## src/rtl/shift_seq_pkg.sv

```systemverilog
// Shared types and constants for the multi-cycle shift sequencer.
// The state enum, op codes and default amount width live here.
package shift_seq_pkg;

    typedef enum logic [1:0] {
        S_IDLE,
        S_SHIFT,
        S_DONE
    } state_t;

    localparam logic [1:0] SH_NONE = 2'b00;
    localparam logic [1:0] SH_LSL  = 2'b01;
    localparam logic [1:0] SH_LSR  = 2'b10;
    localparam logic [1:0] SH_ASR  = 2'b11;

    localparam int DEF_AMT_W = 4;

endpackage

```

## src/rtl/shift_sequencer_shifter.sv

```systemverilog
// Single-bit 16-bit shifter: one LSL/LSR/ASR step per use, combinational.
// With SHIFT_SEQ_CARRY_EN defined it also exposes the bit shifted out.
module shift_sequencer_shifter
    import shift_seq_pkg::*;
(
    input  logic [15:0] in,
    input  logic [1:0]  shift,
    output logic [15:0] out
`ifdef SHIFT_SEQ_CARRY_EN
    ,
    output logic        carry
`endif
);

    logic carry_w;

    always_comb begin
        out     = in;
        carry_w = 1'b0;
        case (shift)
            SH_LSL: begin
                out     = {in[14:0], 1'b0};
                carry_w = in[15];
            end
            SH_LSR: begin
                out     = {1'b0, in[15:1]};
                carry_w = in[0];
            end
            SH_ASR: begin
                out     = {in[15], in[15:1]};
                carry_w = in[0];
            end
            default: begin
                out     = in;
                carry_w = 1'b0;
            end
        endcase
    end

`ifdef SHIFT_SEQ_CARRY_EN
    assign carry = carry_w;
`else
    // Bit-shifted-out is only consumed by the carry build.
    logic unused_carry;
    assign unused_carry = carry_w;
`endif

endmodule

```

## src/rtl/shift_sequencer.sv

```systemverilog
// Multi-cycle controller applying the single-bit shifter `amount` times.
// Optional feature: define SHIFT_SEQ_CARRY_EN to add the cout output.
module shift_sequencer
    import shift_seq_pkg::*;
#(
    parameter int AMT_W = DEF_AMT_W
) (
    input  logic             clk,
    input  logic             reset,
    input  logic             start,
    input  logic [15:0]      value,
    input  logic [1:0]       op,
    input  logic [AMT_W-1:0] amount,
    output logic             busy,
    output logic             done,
    output logic [15:0]      result
`ifdef SHIFT_SEQ_CARRY_EN
    ,
    output logic             cout
`endif
);

    state_t           state_q, state_d;
    logic [15:0]      result_q, result_d;
    logic [AMT_W-1:0] count_q, count_d;
    logic [1:0]       op_q, op_d;
    logic [15:0]      shift_out;

`ifdef SHIFT_SEQ_CARRY_EN
    logic cout_q, cout_d;
    logic shift_carry;
`endif

    shift_sequencer_shifter u_shifter (
        .in    (result_q),
        .shift (op_q),
        .out   (shift_out)
`ifdef SHIFT_SEQ_CARRY_EN
        ,
        .carry (shift_carry)
`endif
    );

    always_comb begin
        state_d  = state_q;
        result_d = result_q;
        count_d  = count_q;
        op_d     = op_q;
`ifdef SHIFT_SEQ_CARRY_EN
        cout_d   = cout_q;
`endif
        case (state_q)
            S_IDLE: begin
                if (start) begin
                    result_d = value;
                    op_d     = op;
                    count_d  = amount;
`ifdef SHIFT_SEQ_CARRY_EN
                    cout_d   = 1'b0;
`endif
                    if ((amount == '0) || (op == SH_NONE)) begin
                        state_d = S_DONE;
                    end else begin
                        state_d = S_SHIFT;
                    end
                end
            end
            S_SHIFT: begin
                result_d = shift_out;
                count_d  = count_q - AMT_W'(1);
`ifdef SHIFT_SEQ_CARRY_EN
                cout_d   = shift_carry;
`endif
                if (count_q == AMT_W'(1)) begin
                    state_d = S_DONE;
                end
            end
            S_DONE: begin
                state_d = S_IDLE;
            end
            default: begin
                state_d = S_IDLE;
            end
        endcase
    end

    always_ff @(posedge clk or posedge reset) begin
        if (reset) begin
            state_q  <= S_IDLE;
            result_q <= '0;
            count_q  <= '0;
            op_q     <= SH_NONE;
        end else begin
            state_q  <= state_d;
            result_q <= result_d;
            count_q  <= count_d;
            op_q     <= op_d;
        end
    end

`ifdef SHIFT_SEQ_CARRY_EN
    always_ff @(posedge clk or posedge reset) begin
        if (reset) begin
            cout_q <= 1'b0;
        end else begin
            cout_q <= cout_d;
        end
    end

    assign cout = cout_q;
`endif

    assign busy   = (state_q != S_IDLE);
    assign done   = (state_q == S_DONE);
    assign result = result_q;

endmodule

```

## config.mk

```make
export PLATFORM = sky130hd
export DESIGN_NAME = shift_sequencer
export DESIGN_NICKNAME = d
export VERILOG_FILES = /design/src/rtl/shift_seq_pkg.sv /design/src/rtl/shift_sequencer_shifter.sv /design/src/rtl/shift_sequencer.sv
export SDC_FILE = /design/constraint.sdc
export NUM_CORES = 1
export LEC_CHECK = 0
export ABC_AREA = 1
export BUFFER_PORTS_ARGS = -buffer_cell sky130_fd_sc_hd__buf_2
export CORE_ASPECT_RATIO = 1.1
export CORE_UTILIZATION = 52
export DETAILED_ROUTE_END_ITERATION = 8
export GPL_TIMING_DRIVEN = 1
export MAX_ROUTING_LAYER = met4
export PLACE_DENSITY = 0.79
export SYNTH_ARGS = -nofsm -noshare
export SYNTH_HDL_FRONTEND = slang
export SYNTH_SLANG_ARGS = --single-unit
```

## constraint.sdc

```tcl
create_clock -name clk -period 1.7 [get_ports clk]
set_input_delay 0.51 -clock clk [delete_from_list [all_inputs] [get_ports clk]]
set_output_delay 0.51 -clock clk [all_outputs]
set_load 0.005 [all_outputs]
```

==> results.ini <==
[status]
status = finished clean

[power_and_ir_drop]
combPwrFrac_pct = 58.9
power.share.switching_pct = 48.6
cellPowerDensity_mw_per_mm2 = 1990
ir_drop_mv = 1.29
seqPwrFrac_pct = 29.8
p_leak_nw = 1.11
clock_power_share_pct = 11.3
p_switching_mw = 1.87
p_int_mw = 1.98

[detailed_routing]
drt-wirelength-per-cell_um = 11.8
vias = 1631
dr.pass1.iters = 4
drt_iter0_markers = 40
drcViolationCount = 0
wl_um = 3840
postRouteAntennaNets = 0
vias_per_cell = 5.00

[floorplan]
die_x_um = 55.0
start_util_pct = 56.3
die_area_mm2 = 0.00332
core_area_mm2 = 0.00285
rows = 20
pin_count = 43
die_height_um = 60.3

[sta]
tightest_slew_ns = 0.380
slew_violations = 0
finalSetupViolCount = 0
fin_crit_ns = 1.55
fin_skew_ns = 0.0132
layout_worst_path_cycle_share_pct = 91.1
max_freq_mhz = 646
finalHoldViolCount = 0
setup_tns_ns = 0
slew_headroom_pct = 74.5
holdWs_ns = 0.187
postLayoutSetupSlackWorst_ns = 0.151
rsz0062_at_grt = no

[cts]
htreeDepth = 1
clk_pin_slew_worst_paths_ns = 0.16
clk_latency_ns = 0.33
clockBufferDepth = 2
postCtsSetupBuffers = 0
cts_made_buffers = 3
hold_buffers = 0
cts_root_buffer = clkbuf_4
tritoncts = yes
clock_sinks = 24
cts_resized = 0

[min_path]
hold_path.class = in2async

[setup_path]
critPathLaunchType = flop
startpoint = op_q[0]$_DFFE_PP0P_
crit_required_ns = 1.95
path_max_fanout = 17
worst_setup_path_end_kind = flop
criticalPathCategory = reg2reg
crit_arrival_ns = 1.80
rr_startpoint = op_q[0]$_DFFE_PP0P_

[cells_and_area]
area_delta_synth_final_pct = 20.3
final_cell_mix = nand2_1, buf_2, nor2_1
drive_gt1_share_pct = 21.8
final_cells = 326
nets = 326
diodes = 0
fill_cells = 267
final_common_cell = nand2_1

[placed_design]
pre_cts_ws_ns = 0.160
gp_congestion = 0.933
numPortBuffers = 42
dp_hpwl_um = 2910
place_inst = 322

[grt]
grt_pass1_wl_um = 6200
grt_start_max_net_pins = 25
grt_overflow = 0
grt_pass1_vias = 1426
antenna_found_initial = 0
grt_usage_pct = 27.0

[synthesis]
synth_cell_type_count = 22
ys_seq_area_share_pct = 37.4
synth.avg_cell_area_um2 = 6.58
yosys_warnings = 0
synthCells = 244
syn_area_mm2 = 0.00161
syn_nets = 276
ys_ff_latch = 24

[job]
cap_viol_max_count = 0

-- final timing paths --
kind                                           to  slack, ns  cells past startpoint
max                         result[7]$_DFFE_PP0P_       0.15                      9
min                         result[0]$_DFFE_PP0P_       0.19                      3
max reg2reg                 result[7]$_DFFE_PP0P_       0.15                      9
min reg2reg                count_q[3]$_DFFE_PP0P_       0.53                      2
max in group asynchronous  result[13]$_DFFE_PP0P_       1.26                      3
min in group clk              op_q[0]$_DFFE_PP0P_       0.41                      3
-- critical path, cell delays in order, from the launching register on --
cell	delay [ns]
dfrtp_1	0.43
inv_1	0.09
ha_1	0.28
inv_1	0.03
nor2_1	0.10
nand2_2	0.09
nand2_4	0.19
inv_2	0.11
nor2_1	0.10
nor2_1	0.05
-- state kept, by name, indices dropped and copies added, names as in the netlist --
signal and count:
result 16, count_q 4, op_q 2, state_q 2
-- stage by stage --
step | utilization (%) | total power [mW] | instance area, µm²
final | 67.8 | 3.85 | 1930
after CTS | 67.8 | 3.85 | 1930
after global routing | 67.8 | 4.26 | 1930
after floorplan | - | 2.74 | 1610
after global placement | 65.9 | 3.38 | 1880
after detailed placement | 65.9 | 3.42 | 1880
-- final cells by class --
| cell class | instances | area, µm² | area share, % |
|---|---|---|---|
| Clock buffer | 3 | 22.5 | 1.17 |
| Tap cell | 33 | 41.3 | 2.14 |
| Timing Repair Buffer | 50 | 270 | 14.0 |
| Clock inverter | 1 | 30.0 | 1.55 |
| Inverter | 28 | 105 | 5.44 |
| Multi-Input combinational cell | 187 | 863 | 44.7 |
| Sequential cell | 24 | 601 | 31.1 |
-- routing by layer --
metal  up-vias  wire length (µm)  share of wire (%)  track usage [%]
met5         -                 0                  0                -
met4         0                57                1.5             8.57
met3         6               169                4.4             2.29
met2        44              1810                 47             43.2
met1       725              1810                 47             35.6
li1        856                 -                  -                -
-- synthesized netlist by cell type, drive strengths merged --
library cell | number | area (µm²)
nand2 | 97 | 382
nor2 | 38 | 153
inv | 28 | 105
dfrtp | 24 | 601
nand3 | 23 | 115
o21ai | 9 | 45.0
ha | 7 | 87.6
a21oi | 6 | 33.8
buf | 5 | 37.5
o211ai | 4 | 30.0
nand4 | 1 | 6.26
nor3 | 1 | 5.00
or2 | 1 | 6.26
-- logic make-up after synthesis --
| group | count (synthesis) | share of synthesized area [%] |
|---|---|---|
| fa+ha+maj | 7 | 5.45 |
| simple gates | 161 | 41.5 |
| buf+inv | 33 | 8.88 |
| compound gates | 19 | 6.78 |
| flops | 24 | 37.4 |
-- power groups by stage --
stage	Clock [mW]	Combinational (mW)	Sequential, mW
5_1_grt	0.454	2.61	1.19
3_3_place_gp	0	2.23	1.15
6_report	0.437	2.27	1.15
2_1_floorplan	0	1.62	1.12
4_1_cts	0.433	2.27	1.14
3_5_place_dp	0	2.26	1.15
Power figures use the tool's default switching activity.
